`src/rtl/scsi_data_buffer_pkg.sv`:
```
// Shared definitions for the SCSI data buffer: handshake FSM states and default geometry.
// Pure declarations, no logic; imported by the interface, FIFO and top.
package scsi_bus_pkg;

    localparam int DEF_WIDTH = 8;
    localparam int DEF_DEPTH = 4;

    typedef enum logic [1:0] {
        ST_IDLE    = 2'd0,
        ST_SETUP   = 2'd1,
        ST_REQ     = 2'd2,
        ST_RELEASE = 2'd3
    } bus_state_e;

endpackage

```
`src/rtl/scsi_data_buffer_if.sv`:
```
// Push/pop view of the buffer storage; master is the controller, slave is the FIFO.
// Combinational bundle only; push while full / pop while empty are absorbed by the FIFO.
interface scsi_data_buffer_if
    import scsi_bus_pkg::*;
#(
    parameter int WIDTH = DEF_WIDTH,
    parameter int DEPTH = DEF_DEPTH
) ();

    localparam int LW = $clog2(DEPTH) + 1;

    logic             push_vld;
    logic [WIDTH-1:0] push_dat;
    logic             pop_vld;
    logic [WIDTH-1:0] head_dat;
    logic             full;
    logic             empty;
    logic [LW-1:0]    level;

    modport master (
        output push_vld, push_dat, pop_vld,
        input  head_dat, full, empty, level
    );

    modport slave (
        input  push_vld, push_dat, pop_vld,
        output head_dat, full, empty, level
    );

endinterface

```
`src/rtl/scsi_data_buffer_fifo.sv`:
```
// First-word-fall-through FIFO; head visible combinationally, level updates one edge after push/pop.
// Push while full and pop while empty are silently ignored; flush clears pointers synchronously.
module scsi_fifo
    import scsi_bus_pkg::*;
#(
    parameter int WIDTH = DEF_WIDTH,
    parameter int DEPTH = DEF_DEPTH
) (
    input  logic              clock,
    input  logic              reset,
    input  logic              flush,
    scsi_data_buffer_if.slave fif
);

    localparam int AW = $clog2(DEPTH);
    localparam int LW = AW + 1;

    logic [WIDTH-1:0] mem_q [DEPTH];
    logic [AW-1:0]    wptr_q, wptr_d;
    logic [AW-1:0]    rptr_q, rptr_d;
    logic [LW-1:0]    cnt_q, cnt_d;
    logic             wr_en;
    logic             rd_en;

    // DEPTH is a power of two, so the pointers wrap on their own.
    always_comb begin
        wr_en  = fif.push_vld && (cnt_q != LW'(DEPTH));
        rd_en  = fif.pop_vld && (cnt_q != '0);
        wptr_d = wptr_q;
        rptr_d = rptr_q;
        cnt_d  = cnt_q;
        if (flush) begin
            wptr_d = '0;
            rptr_d = '0;
            cnt_d  = '0;
        end else begin
            if (wr_en) wptr_d = wptr_q + 1'b1;
            if (rd_en) rptr_d = rptr_q + 1'b1;
            case ({wr_en, rd_en})
                2'b10:   cnt_d = cnt_q + 1'b1;
                2'b01:   cnt_d = cnt_q - 1'b1;
                default: cnt_d = cnt_q;
            endcase
        end
    end

    always_ff @(posedge clock) begin
        if (reset) begin
            wptr_q <= '0;
            rptr_q <= '0;
            cnt_q  <= '0;
        end else begin
            wptr_q <= wptr_d;
            rptr_q <= rptr_d;
            cnt_q  <= cnt_d;
        end
    end

    always_ff @(posedge clock) begin
        if (wr_en && !flush) begin
            mem_q[wptr_q] <= fif.push_dat;
        end
    end

    assign fif.head_dat = mem_q[rptr_q];
    assign fif.full     = (cnt_q == LW'(DEPTH));
    assign fif.empty    = (cnt_q == '0);
    assign fif.level    = cnt_q;

endmodule

```
`src/rtl/scsi_data_buffer.sv`:
```
// SCSI byte buffer: FIFO plus four-phase req/ack bus FSM with active-low data; optional parity via SCSI_PARITY_EN.
// Mode 0 drives data one cycle before extReq; mode 1 captures on first extAck high; FSM stalls on empty/full.
module scsi_data_buffer
    import scsi_bus_pkg::*;
#(
    parameter int WIDTH = DEF_WIDTH,
    parameter int DEPTH = DEF_DEPTH
) (
    input  logic                   clock,
    input  logic                   reset,
    input  logic                   mode,
    input  logic                   flush,
    input  logic [WIDTH-1:0]       intData,
    input  logic                   intWrite,
    input  logic                   intRead,
    output logic [WIDTH-1:0]       intDataOut,
    output logic                   intFull,
    output logic                   intEmpty,
    output logic [$clog2(DEPTH):0] fillLevel,
    output logic                   overflow,
    input  logic [WIDTH-1:0]       extDataIn,
    output logic [WIDTH-1:0]       extDataOut,
    output logic                   extOE,
    output logic                   extReq,
    input  logic                   extAck,
    output logic                   extParityOut,
    output logic                   parityError
);

    bus_state_e state_q, state_d;
    logic       dir_q, dir_d;
    logic       overflow_q, overflow_d;
    logic       eff_mode;
    logic       oe;
    logic       req;
    logic       ext_push;
    logic       ext_pop;

    scsi_data_buffer_if #(.WIDTH(WIDTH), .DEPTH(DEPTH)) fifo_bus ();

    scsi_fifo #(.WIDTH(WIDTH), .DEPTH(DEPTH)) u_fifo (
        .clock (clock),
        .reset (reset),
        .flush (flush),
        .fif   (fifo_bus)
    );

    always_comb begin
        state_d  = state_q;
        dir_d    = dir_q;
        oe       = 1'b0;
        req      = 1'b0;
        ext_push = 1'b0;
        ext_pop  = 1'b0;
        case (state_q)
            // Direction is latched here and held until the handshake returns to IDLE.
            ST_IDLE: begin
                dir_d = mode;
                if (!mode && !fifo_bus.empty) begin
                    state_d = ST_SETUP;
                end else if (mode && !fifo_bus.full) begin
                    state_d = ST_REQ;
                end
            end
            ST_SETUP: begin
                oe      = 1'b1;
                state_d = ST_REQ;
            end
            ST_REQ: begin
                req = 1'b1;
                oe  = !dir_q;
                if (extAck) begin
                    ext_pop  = !dir_q;
                    ext_push = dir_q;
                    state_d  = ST_RELEASE;
                end
            end
            ST_RELEASE: begin
                oe = !dir_q;
                if (!extAck) begin
                    state_d = ST_IDLE;
                end
            end
            default: state_d = ST_IDLE;
        endcase
        if (flush) begin
            state_d = ST_IDLE;
        end
    end

    // Outside IDLE the latched direction decides which side owns push and pop.
    assign eff_mode = (state_q == ST_IDLE) ? mode : dir_q;

    always_comb begin
        fifo_bus.push_vld = eff_mode ? ext_push : intWrite;
        fifo_bus.push_dat = eff_mode ? ~extDataIn : intData;
        fifo_bus.pop_vld  = eff_mode ? intRead : ext_pop;
    end

    assign overflow_d = flush ? 1'b0 : (overflow_q | (fifo_bus.push_vld & fifo_bus.full));

    always_ff @(posedge clock) begin
        if (reset) begin
            state_q    <= ST_IDLE;
            dir_q      <= 1'b0;
            overflow_q <= 1'b0;
        end else begin
            state_q    <= state_d;
            dir_q      <= dir_d;
            overflow_q <= overflow_d;
        end
    end

`ifdef SCSI_PARITY_EN
    logic perr_q, perr_d;
    logic [WIDTH-1:0] cap_word;

    // Captured word must carry an odd number of ones; the word is kept either way.
    assign cap_word = ~extDataIn;
    assign perr_d   = flush ? 1'b0 : (perr_q | (ext_push & ~(^cap_word)));

    always_ff @(posedge clock) begin
        if (reset) begin
            perr_q <= 1'b0;
        end else begin
            perr_q <= perr_d;
        end
    end

    assign extParityOut = oe ? (^fifo_bus.head_dat) : 1'b0;
    assign parityError  = perr_q;
`else
    assign extParityOut = 1'b0;
    assign parityError  = 1'b0;
`endif

    assign intDataOut = (eff_mode && !fifo_bus.empty) ? fifo_bus.head_dat : '0;
    assign intFull    = fifo_bus.full;
    assign intEmpty   = fifo_bus.empty;
    assign fillLevel  = fifo_bus.level;
    assign overflow   = overflow_q;
    assign extDataOut = oe ? ~fifo_bus.head_dat : '0;
    assign extOE      = oe;
    assign extReq     = req;

endmodule
```
`config.mk`:
```
export PLATFORM = sky130hd
export DESIGN_NAME = scsi_data_buffer
export DESIGN_NICKNAME = d
export VERILOG_FILES = /design/src/rtl/scsi_data_buffer_pkg.sv /design/src/rtl/scsi_data_buffer_if.sv /design/src/rtl/scsi_data_buffer_fifo.sv /design/src/rtl/scsi_data_buffer.sv
export SDC_FILE = /design/constraint.sdc
export NUM_CORES = 1
export LEC_CHECK = 0
export ABC_AREA = 1
export BUFFER_PORTS_ARGS = -buffer_cell sky130_fd_sc_hd__buf_2
export CORE_ASPECT_RATIO = 0.8
export CORE_MARGIN = 1
export CORE_UTILIZATION = 54
export CTS_CLUSTER_SIZE = 24
export DETAILED_ROUTE_END_ITERATION = 8
export PLACE_DENSITY = 0.79
export SYNTH_ARGS = -nofsm -noshare
export SYNTH_HDL_FRONTEND = slang
export SYNTH_SLANG_ARGS = --single-unit
```
`constraint.sdc`:
```
create_clock -name clock -period 2.8 [get_ports clock]
set_clock_uncertainty 0.1 [all_clocks]
set_input_delay 0.42 -clock clock [delete_from_list [all_inputs] [get_ports clock]]
set_output_delay 0.42 -clock clock [all_outputs]
set_load 0.02 [all_outputs]
```
# After elaboration in Yosys (flattened, before gate mapping)
# Memories as Yosys holds them, arrays and structs flattened. A register that Yosys moved wholly into a read port is not among the register bits.
# Index checks and enable logic that the tools add are counted.
# totals
ram_bits,32
n_memories,1
elab_cells,65
reg_bits,11
out_inout_bits,26
# classes
add_sub_neg,4
n_mux,22
eq_ne,10
n_bitwise,4
n_reduce_logical,18
# memory_table
name,depth,width,read_ports,rd_ports_with_merged_regs,write_ports,line_no,source
u_fifo.mem_q,4,8,1,1,1,scsi_data_buffer_fifo.sv:18,logic [WIDTH-1:0] mem_q [DEPTH];
# ops
op,n
2-to-1 mux 8 bit,3
inverter 8 bit,2
2-to-1 mux 2 bit,6
2-to-1 mux 1 bit,10
case mux 2 bit (4 select lines),1
equality test 2 bit (second input constant),3
logical AND 1 bit,6
inequality test 3 bit (second input constant),2
case mux 3 bit (2 select lines),1
zero test 1 bit,5
adder 2 x 1 -> 2 bit (second input constant),2
equality test 2 x 1 -> 1 bit (second input constant),2
inequality test 2 bit (second input constant),2
OR reduction 2 bit,2
adder 3 x 1 -> 3 bit (second input constant),1
equality test 3 bit (second input constant),1
zero test 3 bit,1
AND reduction 3 bit,1
nonzero test 3 bit,1
subtractor 3 x 1 -> 3 bit (second input constant),1
zero test 2 bit,1
case mux 1 bit (2 select lines),1
nonzero test 2 bit,1
bitwise AND 1 bit,1
OR 1 bit,1

# Logic depth before layout (Yosys ltp)
# depth
depth_word,7
depth_mapped,17

# By module
# From an unflattened synthesis, not the netlist that was laid out.
# unflattened
hier_cells,256
hier_area_um2,2275.9
# by_module_without_submodules
module,instances,seq_area_each_um2,area_each_um2,cells_per_inst
scsi_fifo,1,1141.1,1717.9,154
scsi_data_buffer,1,80.1,558.0,102

# Worst setup path after synthesis
# OpenSTA, ideal clock, no wires.
# synth_path
path_kind,register -> register
start,register state_q[1]
end,register u_fifo.cnt_q[2] (netlist: u_fifo.fif.level[2])
path_slack_ns,0.543
synth_period_minus_slack_ns,2.257
arrival_ns,2.044
setup_time_ns,0.113
stages_incl_launch_ff,16
cell_sequence,dfxtp_1 -> inv_1 -> ha_1 -> nand2_1 -> nand2_2 -> buf_6 -> nand2_4 -> nand3_4 -> inv_1 -> ha_1 -> inv_1 -> fa_1 -> a21oi_1 -> o21ai_0 -> nor2_1 -> nor2_1
# synth_between
elab_chain_len,6
elab_cells_between_ends,13
classes_between,eq/ne: 3; mux: 6; reduce/logical: 4
# synth_rtl
element,line_no,source
start: declaration,scsi_data_buffer.sv:30,"bus_state_e state_q, state_d;"
start signal: assignment,scsi_data_buffer.sv:108,state_q <= state_d;
equality test 2 bit / zero test 2 bit (equally long branches),"scsi_data_buffer.sv:55, scsi_data_buffer.sv:92",
2-to-1 mux 1 bit (on tied branches),-,
2-to-1 mux 1 bit *,scsi_data_buffer.sv:97,fifo_bus.pop_vld = eff_mode ? intRead : ext_pop;
logical AND 1 bit *,scsi_data_buffer_fifo.sv:28,rd_en = fif.pop_vld && (cnt_q != '0);
net u_fifo.rd_en,scsi_data_buffer_fifo.sv:23,logic rd_en;
equality test 2 x 1 -> 1 bit / equality test 2 bit (equally long branches),scsi_data_buffer_fifo.sv:39,"case ({wr_en, rd_en})"
case mux 3 bit (2 select lines) / nonzero test 2 bit (equally long branches),-,
end signal: assignment,scsi_data_buffer_fifo.sv:55,cnt_q <= cnt_d;
end: declaration,scsi_data_buffer_fifo.sv:21,"logic [LW-1:0] cnt_q, cnt_d;"
# Mark *: on every way through the listed nets, which the timed path passes. The rest lies on a longest branch.
# A chain may end at the register's enable or synchronous reset.

# Worst setup path after layout
# layout_path
start,register state_q[0]
end,register u_fifo.cnt_q[2] (netlist: u_fifo.fif.level[2])
# layout_between
elab_chain_len,6
elab_cells_between_ends,13
classes_between,eq/ne: 3; mux: 6; reduce/logical: 4
# layout_rtl
element,line_no
equality test 2 bit / zero test 2 bit (equally long branches),"scsi_data_buffer.sv:55, scsi_data_buffer.sv:92"
2-to-1 mux 1 bit (on tied branches),-
2-to-1 mux 1 bit (on tied branches),"scsi_data_buffer.sv:97, scsi_data_buffer.sv:95"
logical AND 1 bit (on tied branches),"scsi_data_buffer_fifo.sv:28, scsi_data_buffer_fifo.sv:27"
equality test 2 x 1 -> 1 bit / equality test 2 bit (equally long branches),scsi_data_buffer_fifo.sv:39
case mux 3 bit (2 select lines) / nonzero test 2 bit (equally long branches),-
# Several ways; a longest one is shown, not always the timed one.

==> summary.md <==
| Metric | Value |
|---|---|
| Switching pwr | `441 uW` |
| Post-synthesis sequential area ratio | `a little over half` |
| Row count | `20` |
| Post-place instance area | `between 2000 and 3000 sq um` |
| Worst path buffer plus inverter count | `3` |
| Layout cell share with drive strength beyond 1 | `~23%` |
| Final worst-path cycle share | `around 92%` |
| Vias in the first global route | `~1500` |
| Internal | `a little over 1 mW` |
| CP delay by family, top | `adder cells` |
| Most instantiated cells after synthesis | `nand2_1, edfxtp_1, inv_1` |
| ANT nets after route | `0` |
| Unrepaired setup endpoints after global routing | `no` |
| GRT Overall Usage | `between 20% and 30%` |
| Fmax | `just under 0.4 GHz` |
| Fillers | `between 300 and 400` |
| Worst-path clk slew | `0.08 ns` |
| Gate Count Post-Synth | `between 200 and 300` |
| Initial antenna violation count | `0` |
| Critical path endpoint category | `flip-flop` |
| IO Pins | `about 50` |
| TritonRoute pass-1 iters | `4` |
| Status | `completed` |
| IO buf count | `46` |
| Req. time, crit path | `2.93 ns` |
| Most frequent cell after synthesis | `nand2_1` |
| Pwr/cell area | `about 560 nW/um^2` |
| Max-slew violation count | `0` |
| # hold bufs at CTS | `0` |
| PostCTS Resize Cnt | `0` |
| Final instance area | `around 2600 sq um` |
| Fin nets | `approximately 340` |
| CTS sink cnt | `45` |
| Initial Util | `about three fifths` |
| Register Area | `1220 sq um` |
| Yosys cell types | `24` |
| P_leak | `around 1.2 nW` |
| CTS tree | `yes` |
| Via count | `around 1800` |
| Multi-input gate area | `between 800 and 900 sq um` |
| CP cell instances | `inv_1, ha_1, inv_2, nand2_1, nand2_2, nand2_4, nand3_4, ha_1, inv_1, fa_1, a21oi_1, o21ai_0, nand2_1, nand2_1, nor2_1` |
| Post-CTS Setup Bufs | `0` |
| Synth Register Bits | `45` |
| DRC Markers | `0` |
| Share of total power in the clock network | `about a quarter` |
| Worst-Margin Slew | `0.787 ns` |
| Synthesized cell area | `roughly 2300 sq um` |
| Number of synthesized flops with an enable pin | `32` |
| Longest Clk Path Bufs | `2` |
| Max-cap viol count | `0` |
| Comb power frac | `21.7%` |
| CP most frequent cell | `nand2_1` |
| Crit Path Max Fanout | `10` |
| Pin count of the biggest net entering global routing | `18` |
| Worst Path Arrival | `2.69 ns` |
| Final WL | `about 4.4 mm` |
| Dominant cells by area after synthesis | `edfxtp_1, nand2_1, dfxtp_1, nand3_1, inv_1` |
| RD Place Congestion | `between 0.9 and 1` |
| Top cell type's share of synthesized area | `between 40% and 50%` |
| # setup viols final | `0` |
| Die Y | `60.1 microns` |
| Asr flop ratio synth | `0%` |
| Worst-skew pair later-pin latency | `slightly below 0.3 ns` |
| Ys flop type | `edfxtp_1` |
| Core area | `3900 sq um` |
| H-Tree Depth | `2` |
| Area Overhead vs Synth | `15.6%` |
| Largest stage delay on the critical path | `0.39 ns` |
| Grt ovf | `0` |
| Final setup margin | `roughly 0.24 ns` |
| Worst VDD drop | `391 uV` |
| DIE WIDTH | `~75 microns` |
| Slowest-stage cell, CP | `dfxtp_1` |
| Setup Crit Path Kind | `reg2reg` |
| Post-DP HPWL | `3.23 mm` |
| Mean routed wirelength per cell | `approximately 12 microns` |
| Sw frac | `roughly 30%` |
| Via-to-Cell Ratio | `roughly 4.8` |
| Hold Crit Class | `in2reg` |
| Synth area leader | `edfxtp_1` |
| Fin util | `roughly two thirds` |
| Iter 0 DRT Violations | `roughly 140` |
| Syn avg cell area | `about 9 sq um` |
| Tot Pwr | `~1.5 mW` |
| CTS Buf Count | `5` |
| DIE AREA | `between 4000 and 5000 sq um` |
| Min Tclk post-route | `approximately 2.6 ns` |
| First-pass GRT wire length | `6.90 mm` |
| Worst setup SP type | `flip-flop` |
| CTS Root Cell | `clkbuf_8` |
| Final setup TNS | `0 ns` |
| Yosys Warn Count | `0` |
| Antenna cells | `0` |
| Slew Limit Headroom | `47.2%` |
| Final Non-Filler Cells | `362` |
| Placed cells | `between 300 and 400` |
| Final hold viol count | `0` |
| Min Hold Slack | `0.219 ns` |
| Sequential fraction of design power | `a little over half` |
| Pre-CTS setup slack | `0.253 ns` |
[per-layer routing]
metal,vias up,part of all wire (%),track usage (%)
li1,923,-,-
met1,774,46,29.2
met2,54,47,34.5
met3,4,5.9,4.05
met4,0,0.66,6.74
met5,-,0,0
[cell families (layout without fill, tap and decap cells)]
kind of cell | count (synthesis) | count (layout) | share of synthesized area [%]
AND/OR/NAND/NOR | 136 | 136 | 27.3
flip-flops | 45 | 45 | 53.7
buffers and inverters | 39 | 87 | 7.31
AO/OA/AOI/OAI | 27 | 27 | 5.94
adder cells (fa/ha/maj) | 9 | 9 | 5.28
other | 1 | 2 | 0.165
XOR/XNOR | 1 | 1 | 0.385
[power groups by stage]
stage	logic, mW	clock network, mW	registers, mW
finish	0.320	0.380	0.772
global route	0.362	0.418	0.775
CTS	0.322	0.388	0.772
detailed placement	0.320	0	0.788
global placement	0.312	0	0.786
floorplan	0.232	0	0.789
[cells in the final DEF, fill, tap and decap left out, types with 4 or more instances in the layout]
| master | synthesis | routed |
|---|---|---|
| ha_1 | 8 | 8 |
| o21ai_1 | 9 | 9 |
| a21oi_1 | 14 | 14 |
| dfxtp_1 | 13 | 13 |
| nand3_1 | 24 | 24 |
| buf_2 | 4 | 46 |
| edfxtp_1 | 32 | 32 |
| nor2_1 | 24 | 24 |
| clkbuf_8 | 0 | 5 |
| inv_1 | 29 | 29 |
| nand2_1 | 74 | 74 |
| nor2_2 | 4 | 4 |
| o21ai_0 | 4 | 4 |
| nand2_4 | 4 | 4 |
[worst paths after layout]
check / startpoint / end / slack, ns / depth (start not counted)
max: state_q[0] / u_fifo.fif.level[2] / 0.24 / 15
min: reset / dir_q / 0.22 / 2
max reg2reg: state_q[0] / u_fifo.fif.level[2] / 0.24 / 15
min reg2reg: overflow / overflow / 0.36 / 2
[flip-flops by register name (all words and copies together) (netlist names), named ones only]
signal,cells
dir_q,1
state_q,2
overflow,1
u_fifo.wptr_q,2
u_fifo.rptr_q,2
u_fifo.mem_q,32
u_fifo.fif.level,3
[area by class of cell]
class | instances | share of cell area (%)
clock buffers | 5 | 2.62
clock inverters | 3 | 0.666
inverters | 31 | 4.42
multi-input cells | 175 | 33.9
flip-flops and latches | 45 | 46.4
well taps | 55 | 2.62
repair buffers | 48 | 9.32
No activity file was read; power rests on OpenSTA's default activity.
